===== src/rtl/pipe_pc_predict.sv =====
// Fetch-stage PC unit with a direct-mapped BTB and 2-bit direction counters.
// Optional macro PIPE_PC_PREDICT_STATS_EN adds resolve/mispredict counters.
module pipe_pc_predict #(
  parameter int          BTB_ENTRIES  = 16,
  parameter logic [31:0] RESET_VECTOR = 32'hBFC00000,
  parameter logic [1:0]  CTR_ALLOC    = 2'b10
) (
  input  logic        clk,
  input  logic        reset,
  input  logic        PCWrite,
  output logic [31:0] RegPC,
  output logic        Pred_Taken,
  output logic [31:0] Pred_Target,
  input  logic        Resolve_Valid,
  input  logic [31:0] Resolve_PC,
  input  logic        Resolve_Taken,
  input  logic [31:0] Resolve_Target,
  input  logic        Resolve_Pred_Taken,
  input  logic [31:0] Resolve_Pred_Target,
  output logic        Flush,
  output logic        Fault
`ifdef PIPE_PC_PREDICT_STATS_EN
  ,
  output logic [31:0] Stat_Resolved,
  output logic [31:0] Stat_Mispredict
`endif
);

  localparam int IW = $clog2(BTB_ENTRIES);
  localparam int TW = 30 - IW;

  logic [BTB_ENTRIES-1:0] valid_q;
  logic [TW-1:0]          tag_q    [BTB_ENTRIES];
  logic [31:0]            target_q [BTB_ENTRIES];
  logic [1:0]             ctr_q    [BTB_ENTRIES];

  logic [IW-1:0] f_idx, r_idx;
  logic [TW-1:0] f_tag, r_tag;
  logic          f_hit, r_hit;
  logic          mispredict, fault_now, train;

  assign f_idx = RegPC[IW+1:2];
  assign f_tag = RegPC[31:IW+2];
  assign r_idx = Resolve_PC[IW+1:2];
  assign r_tag = Resolve_PC[31:IW+2];

  // Lookup reads the registered table, so a same-cycle write is not visible yet.
  assign f_hit       = valid_q[f_idx] && (tag_q[f_idx] == f_tag);
  assign Pred_Taken  = f_hit && ctr_q[f_idx][1];
  assign Pred_Target = target_q[f_idx];
  assign r_hit       = valid_q[r_idx] && (tag_q[r_idx] == r_tag);

  assign mispredict = Resolve_Valid &&
                      ((Resolve_Pred_Taken != Resolve_Taken) ||
                       (Resolve_Taken && (Resolve_Pred_Target != Resolve_Target)));
  assign fault_now  = Resolve_Valid && Resolve_Taken && (Resolve_Target[1:0] != 2'b00);
  assign train      = Resolve_Valid && !Fault && !fault_now;
  assign Flush      = mispredict && !Fault;

  always_ff @(posedge clk) begin
    if (reset) begin
      RegPC <= RESET_VECTOR;
      Fault <= 1'b0;
    end else if (Fault) begin
      RegPC <= RegPC;
    end else if (fault_now) begin
      Fault <= 1'b1;
    end else if (mispredict) begin
      RegPC <= Resolve_Taken ? Resolve_Target : Resolve_PC + 32'd4;
    end else if (PCWrite && (RegPC != 32'd0)) begin
      // Address zero is the halt address; fetch parks there.
      RegPC <= Pred_Taken ? Pred_Target : RegPC + 32'd4;
    end
  end

  always_ff @(posedge clk) begin
    if (reset) begin
      valid_q <= '0;
      for (int i = 0; i < BTB_ENTRIES; i++) ctr_q[i] <= 2'b01;
    end else if (train) begin
      if (r_hit) begin
        if (Resolve_Taken) begin
          if (ctr_q[r_idx] != 2'b11) ctr_q[r_idx] <= ctr_q[r_idx] + 2'd1;
          target_q[r_idx] <= Resolve_Target;
        end else if (ctr_q[r_idx] != 2'b00) begin
          ctr_q[r_idx] <= ctr_q[r_idx] - 2'd1;
        end
      end else if (Resolve_Taken) begin
        valid_q[r_idx]  <= 1'b1;
        tag_q[r_idx]    <= r_tag;
        target_q[r_idx] <= Resolve_Target;
        ctr_q[r_idx]    <= CTR_ALLOC;
      end
    end
  end

`ifdef PIPE_PC_PREDICT_STATS_EN
  always_ff @(posedge clk) begin
    if (reset) begin
      Stat_Resolved   <= 32'd0;
      Stat_Mispredict <= 32'd0;
    end else if (!Fault) begin
      if (Resolve_Valid) Stat_Resolved   <= Stat_Resolved + 32'd1;
      if (mispredict)    Stat_Mispredict <= Stat_Mispredict + 32'd1;
    end
  end
`endif

endmodule


===== config.mk =====
export PLATFORM = sky130hd
export DESIGN_NAME = pipe_pc_predict
export DESIGN_NICKNAME = d
export VERILOG_FILES = /design/src/rtl/pipe_pc_predict.sv
export SDC_FILE = /design/constraint.sdc
export NUM_CORES = 1
export LEC_CHECK = 0
export ABC_AREA = 1
export BUFFER_PORTS_ARGS = -buffer_cell sky130_fd_sc_hd__buf_2
export CAP_MARGIN = 40
export CORE_ASPECT_RATIO = 2
export CORE_MARGIN = 3
export CORE_UTILIZATION = 35
export DETAILED_ROUTE_END_ITERATION = 8
export MAX_ROUTING_LAYER = met4
export PLACE_DENSITY = 0.58
export SLEW_MARGIN = 20
export SYNTH_ARGS = -nofsm -noshare
export SYNTH_HDL_FRONTEND = slang
export SYNTH_SLANG_ARGS = --single-unit

===== constraint.sdc =====
create_clock -name clk -period 4.8 [get_ports clk]
set_input_delay 0 -clock clk [delete_from_list [all_inputs] [get_ports clk]]
set_output_delay 0 -clock clk [all_outputs]
set_load 0.005 [all_outputs]

==> metrics.cfg, run 1 <==
[outcome]
status=completed

[route]
drt-total-wl_um=190400
ant_nets=0
vias=40421
met2_length_um=94650
drt-initial-drc-count=3976
highest_layer=met4
via_per_inst=5.560
wire_per_inst_um=26.19
drc=0
first_pass_iters=6
dr_wl_met3_um=12270
drt-met1-wl_um=66710

[hold_path]
min_path_type=in -> reg

[final_layout]
synthToLayoutAreaGrowth_pct=13.26
nets=5441
postLayoutCoreUtil=0.4011
drive_above_1_share=0.1007

[synthesis]
yosysTopAreaCell=edfxtp_1
synth_common_cells=nand2_1 (1177), edfxtp_1 (960), nor2_1 (583)
synthCells=5204
ys_warn_count=0
ys.flop_type=edfxtp_1
syn_avg_cell_area_sq_um=9.547
synth_edf_count=960
yosys_register_bits=1013
ys_seq_area_frac=0.6016
synth.top_cell.area_share=0.5802
yosysUniqueCellTypes=44
synthesis.area_sq_um=49690
async_reset_ff_frac=0
synth_area_leaders=edfxtp_1 (58%), nand2_1 (8.9%), nand3_1 (4.8%)
yosysMostFrequentCell=nand2_1
synth_nets=5312

[pwr]
totalPowerFinal_mw=20.58
p_leak_nw=20.89
ir_worst_vdd_v=0.0003514
power_density_nw_per_um2=365.6

[clocking]
cts_made_buffers=90
cts_hold_buf=69
htreeDepth=3
clock_latency_ns=0.71
tritoncts=built
clk_pin_slew_ns=0.08
cts.sinks=1013
post_cts_buffers=0
clockBufferDepth=3
cts_root_buffer=clkbuf_16
postCtsResizedCells=0

[job]
max-cap-violations=0

[setup_path]
cp.required_ns=4.80
worstSetupPathType=reg -> out
critPathMaxFanout=99
cp.arrival_ns=3.99
critPathCaptureType=output pin
start_kind=flip-flop

[global_routing]
gr-total-overflow=0
grt_max_degree=187
grt_pass1_vias=39239
antenna_found_initial=6
grt_pass1_wl_um=270000
grt_usage=0.2594

[timing]
worst_pin_slew_ns=1.217
slew_viol_final=0
rsz0062_at_grt=no
fin_tns_setup_ns=0
setup_viol=0
slew_headroom=0.1887
fin_crit_sh=0.8315
fmax_mhz=250.5
hold_viol=0
fin_crit_ns=3.991
worst_clock_skew_ns=0.03949

[floorplan]
io_pins=169
dieArea_sq_um=146800
initial_core_util=0.3541
die_x_um=272.4
fp.coreArea_sq_um=140300
die_y_um=538.8
row_count=194

[placed_design]
port_buffers=168
dp_hpwl_um=126800
place_congestion=1.008

where the power goes:
part	switching (mW)	internal [mW]	total, mW
logic	2.53	0.943	3.47
registers	0.121	9.73	9.85
clock network	3.41	3.85	7.26
kinds of logic (layout without fill, tap and decap cells):
logic type	after synthesis	after routing	share of synthesized area
and+or+nand+nor	2412	2412	0.2034
buffers and inverters	776	975	0.06908
adders and majority gates	6	6	0.001511
AOI/OAI and AO/OA	944	944	0.1151
other	0	5	0
DFF	1013	1013	0.6016
xor gates and xnor gates	53	53	0.009343
final cells by class:
type / count / area [sq um]
diodes: 5 / 12.51
repair buffers: 370 / 2922
multi-input cells: 3415 / 16610
flip-flops and latches: 1013 / 29900
well taps: 1862 / 2330
clock inverters: 43 / 394.1
fillers: 13990 / 84020
clock buffers: 119 / 2424
inverters: 443 / 1682
critical path, stage by stage (launching register included):
cell     delay (ns)
dfxtp_4        0.55
buf_12         0.39
buf_4          0.41
or2_0          0.16
nand3_1        0.06
nand3_1        0.14
nand3_1        0.10
nand3_1        0.15
nand2_1        0.11
nor2_1         0.12
nand2_1        0.06
nor2_1         0.18
nand2_1        0.09
nor2_2         0.08
buf_4          0.31
buf_2          0.21
cell usage in the layout, fill, tap and decap left out, types with 5 or more instances in the layout:
master | synthesis | routed
inv_1 | 432 | 430
buf_4 | 16 | 103
o21ai_1 | 28 | 28
bufinv_16 | 0 | 5
nand3_1 | 480 | 479
nor2_2 | 16 | 16
ha_1 | 6 | 6
nor3_2 | 2 | 9
nor4_2 | 0 | 7
clkinv_1 | 6 | 16
nand4_1 | 31 | 31
clkbuf_1 | 148 | 25
xnor2_1 | 5 | 5
clkbuf_16 | 0 | 92
o221ai_1 | 89 | 89
nor2_4 | 4 | 25
nand3b_1 | 6 | 6
buf_2 | 105 | 166
o211ai_1 | 223 | 223
buf_12 | 0 | 30
nor4_1 | 20 | 13
nor3_1 | 31 | 24
nor2_1 | 583 | 562
diode_2 | 0 | 5
edfxtp_1 | 960 | 960
inv_6 | 0 | 5
a21oi_1 | 115 | 115
xor2_1 | 48 | 48
dfxtp_1 | 53 | 49
nand2_1 | 1177 | 1176
clkinv_2 | 0 | 14
dlygate4sd3_1 | 0 | 69
or2_1 | 8 | 8
o22ai_1 | 65 | 65
or2_2 | 40 | 40
o21ai_0 | 417 | 417
per-layer routing:
metal	vias up	global-route usage
li1	18266	-
met1	19733	0.2726
met2	1808	0.4386
met3	614	0.04148
met4	0	0.1901
met5	-	-
final timing paths:
| check | slack [ns] | start | depth (start not counted) | end |
|---|---|---|---|---|
| hold / removal | 0.11 | Resolve_Taken | 6 | RegPC[6] |
| setup / recovery | 0.81 | flip-flop | 15 | Pred_Taken |
| hold reg to reg | 0.50 | valid_q[3] | 2 | valid_q[3] |
| setup reg to reg | 0.83 | flip-flop | 15 | flip-flop |
sequential cells by signal, summed over array words and instances (netlist names), named ones only:
signal / flops
Fault: 1
valid_q: 16
ctr_q: 32
target_q: 512
tag_q: 416
RegPC: 32
through the flow:
stage	hold slack [ns]	cells	area (sq um)	worst slack [ns]
6_report	0.1116	7270	56280	0.8086
5_1_grt	0.1434	7269	56270	0.6899
4_1_cts	0.07690	7265	56260	0.8052
3_5_place_dp	0.4001	7034	52750	0.8686
3_3_place_gp	0.3924	7032	52710	0.8606
2_1_floorplan	0.09887	5204	49690	0.4998
Note: power is estimated with default switching activity, not from simulation.
==> inputs of run 2 (changes only) <==
PLACE_DENSITY = 0.6   (was 0.58)
clock period = 3.5 ns   (was 4.8 ns; I/O delays follow)
==> metrics.cfg, run 2 (synthesis gave the netlist of run 1 again) <==
[final_layout]
stdcell_count=7417  ; was 7270
top_register=target_q  ; unchanged
final_cell_mix=nand2_1 (1174), edfxtp_1 (960), nor2_1 (561)  ; was nand2_1 (1176), edfxtp_1 (960), nor2_1 (562)
largest_registers=target_q (512), tag_q (416)  ; unchanged
largest_reg_flops=512  ; unchanged
final_common_cell=nand2_1  ; unchanged
nets=5593  ; was 5441
drive_above_1_share=0.1302  ; was 0.1007
design_area_sq_um=58390  ; was 56280 sq um
synthToLayoutAreaGrowth_pct=17.52  ; was 13.26%

[setup_path]
crit_top_cell=buf_4  ; was nand3_1
cp.required_ns=3.50  ; was 4.80 ns
start_kind=flip-flop  ; unchanged
critPathCaptureType=output pin  ; unchanged
critPathBufInv=5  ; was 4
slowest_stage=dfxtp_4  ; unchanged
cpPeakStageDelay_ns=0.47  ; was 0.55 ns
worstSetupPathType=reg -> out  ; unchanged
critPathTopFamily=buffers and inverters  ; unchanged
cp.arrival_ns=3.47  ; was 3.99 ns
critPathMaxFanout=131  ; was 99
crit_chain=buf_16 > buf_4 > buf_12 > o21ai_0 > o221ai_1 > o211ai_1 > nand2_1 > buf_4 > buf_2  ; was buf_12 > buf_4 > or2_0 > nand3_1 > nand3_1 > nand3_1 > nand3_1 > nand2_1 > nor2_1 > nand2_1 > nor2_1 > nand2_1 > nor2_2 > buf_4 > buf_2

[floorplan]
initial_core_util=0.3541  ; unchanged
io_pins=169  ; unchanged
fp.coreArea_sq_um=140300  ; unchanged
dieArea_sq_um=146800  ; unchanged
die_y_um=538.8  ; unchanged
row_count=194  ; unchanged
die_x_um=272.4  ; unchanged

[route]
ant_nets=0  ; unchanged
wire_per_inst_um=26.26  ; was 26.19 um
first_pass_iters=6  ; unchanged
drc=0  ; unchanged
drt-initial-drc-count=4086  ; was 3976
via_per_inst=5.569  ; was 5.560
drt-total-wl_um=194800  ; was 190400 um
vias=41303  ; was 40421

[timing]
fin_tns_setup_ns=0  ; unchanged
worst_clock_skew_ns=0.03297  ; was 0.03949 ns
fmax_mhz=287.8
setup_viol=0  ; unchanged
layout_setup_ws_ns=0.02572  ; was 0.8086 ns
worst_pin_slew_ns=0.9296  ; was 1.217 ns
fin_crit_sh=0.9927
slew_headroom=0.3737  ; was 0.1887
fin_crit_ns=3.474
hold_viol=0  ; unchanged
slew_viol_final=0  ; unchanged

[clocking]
cts_made_buffers=87  ; was 90
htreeDepth=3  ; unchanged
cts.sinks=1013  ; unchanged
tritoncts=built  ; unchanged
clk_pin_slew_ns=0.08  ; about the same
clock_latency_ns=0.70  ; was 0.71 ns
cts_root_buffer=clkbuf_16  ; unchanged
clockBufferDepth=3  ; unchanged

[pwr]
clockPowerShare=0.341  ; was 0.353
power_density_nw_per_um2=484.2  ; was 365.6 nW/um^2
combPwrFrac=0.183  ; was 0.169
switchingPower_mw=8.213  ; was 6.062 mW
ir_worst_vdd_v=0.0005774  ; was 0.0003514 V
switching_share=0.2905  ; was 0.2946
p_seq_frac=0.476  ; was 0.479
p_leak_nw=21.96  ; was 20.89 nW
p_int_mw=20.06  ; was 14.51 mW

[global_routing]
grt_pass1_wl_um=275400  ; was 270000 um
gr-total-overflow=0  ; unchanged
grt_pass1_vias=40362  ; was 39239
grt_usage=0.2648  ; was 0.2594
grt_max_degree=132  ; was 187
antenna_found_initial=3  ; was 6

[placed_design]
dp_hpwl_um=133500  ; was 126800 um
placed_cells=7178  ; was 7034
port_buffers=168  ; unchanged
dpl-instance-area_sq_um=54490  ; was 52750 sq um
place_congestion=0.9912  ; was 1.008
pre_cts_slack_ns=0.05211  ; was 0.8686 ns

[outcome]
status=completed  ; unchanged

[job]
max-cap-violations=0  ; unchanged

[hold_path]
min_path_type=in -> reg  ; unchanged

[run 2: cell types whose count changed in the layout (fill, tap and decap cells not counted), sizes merged]
cell	before	now
buf	301	449
bufinv	5	7
clkinv	34	36
clkinvlp	5	3
diode	5	3
inv	442	440
dlygate4sd3	69	70
[run 2: cell type report]
type / count / area, sq um
repair buffers: 525 / 4872
clock buffers: 113 / 2306
multi-input cells: 3415 / 16870
inverters: 443 / 1695
flip-flops and latches: 1013 / 29900
well taps: 1862 / 2330
fillers: 13706 / 81910
clock inverters: 43 / 407.9
diodes: 3 / 7.507
[run 2: power by group through the flow]
stage | Combinational, mW | Sequential (mW) | Clock, mW
4_1_cts | 5.01 | 13.5 | 9.75
2_1_floorplan | 2.62 | 13.7 | 0
3_5_place_dp | 4.91 | 13.7 | 0
3_3_place_gp | 4.88 | 13.7 | 0
5_1_grt | 5.52 | 13.5 | 10.2
6_report | 5.17 | 13.5 | 9.65
[run 2: repair_timing]
action	in CTS	in global routing
resized for setup	17	39
setup endpoints to repair	1	6
hold buffers	70	0
pin swaps	0	3
cloned	0	6
setup buffers	0	4
hold endpoints to repair	975	0
[run 2: worst paths after layout]
check	startpoint	end	slack, ns	cells past startpoint
max	flip-flop	Pred_Target[28]	0.03	9
min	Resolve_PC[4]	flip-flop	0.07	7
max reg2reg	tag_q[6][21]	ctr_q[4][1]	0.08	14
min reg2reg	valid_q[3]	valid_q[3]	0.50	2
[run 2: layer usage]
layer / share of wire / global-route usage
met5: 0 / -
met4: 0.093 / 0.2004
met3: 0.065 / 0.03779
met2: 0.50 / 0.4551
met1: 0.34 / 0.2723
[run 2: worst min-delay path, cell delays in order]
cell	delay, ns
buf_2	0.19
nand2_1	0.11
nand3_1	0.13
o21ai_0	0.10
nand2_1	0.05
nand3_1	0.07
a21oi_1	0.06
[run 2: per-stage QoR]
stage | utilization | total power, mW | hold slack [ns]
global placement | 0.3884 | 18.60 | 0.3274
CTS | 0.4133 | 28.22 | 0.02362
floorplan | - | 16.28 | 0.09887
detailed placement | 0.3884 | 18.63 | 0.3133
finish | 0.4162 | 28.27 | 0.07131
global route | 0.4162 | 29.14 | 0.1189
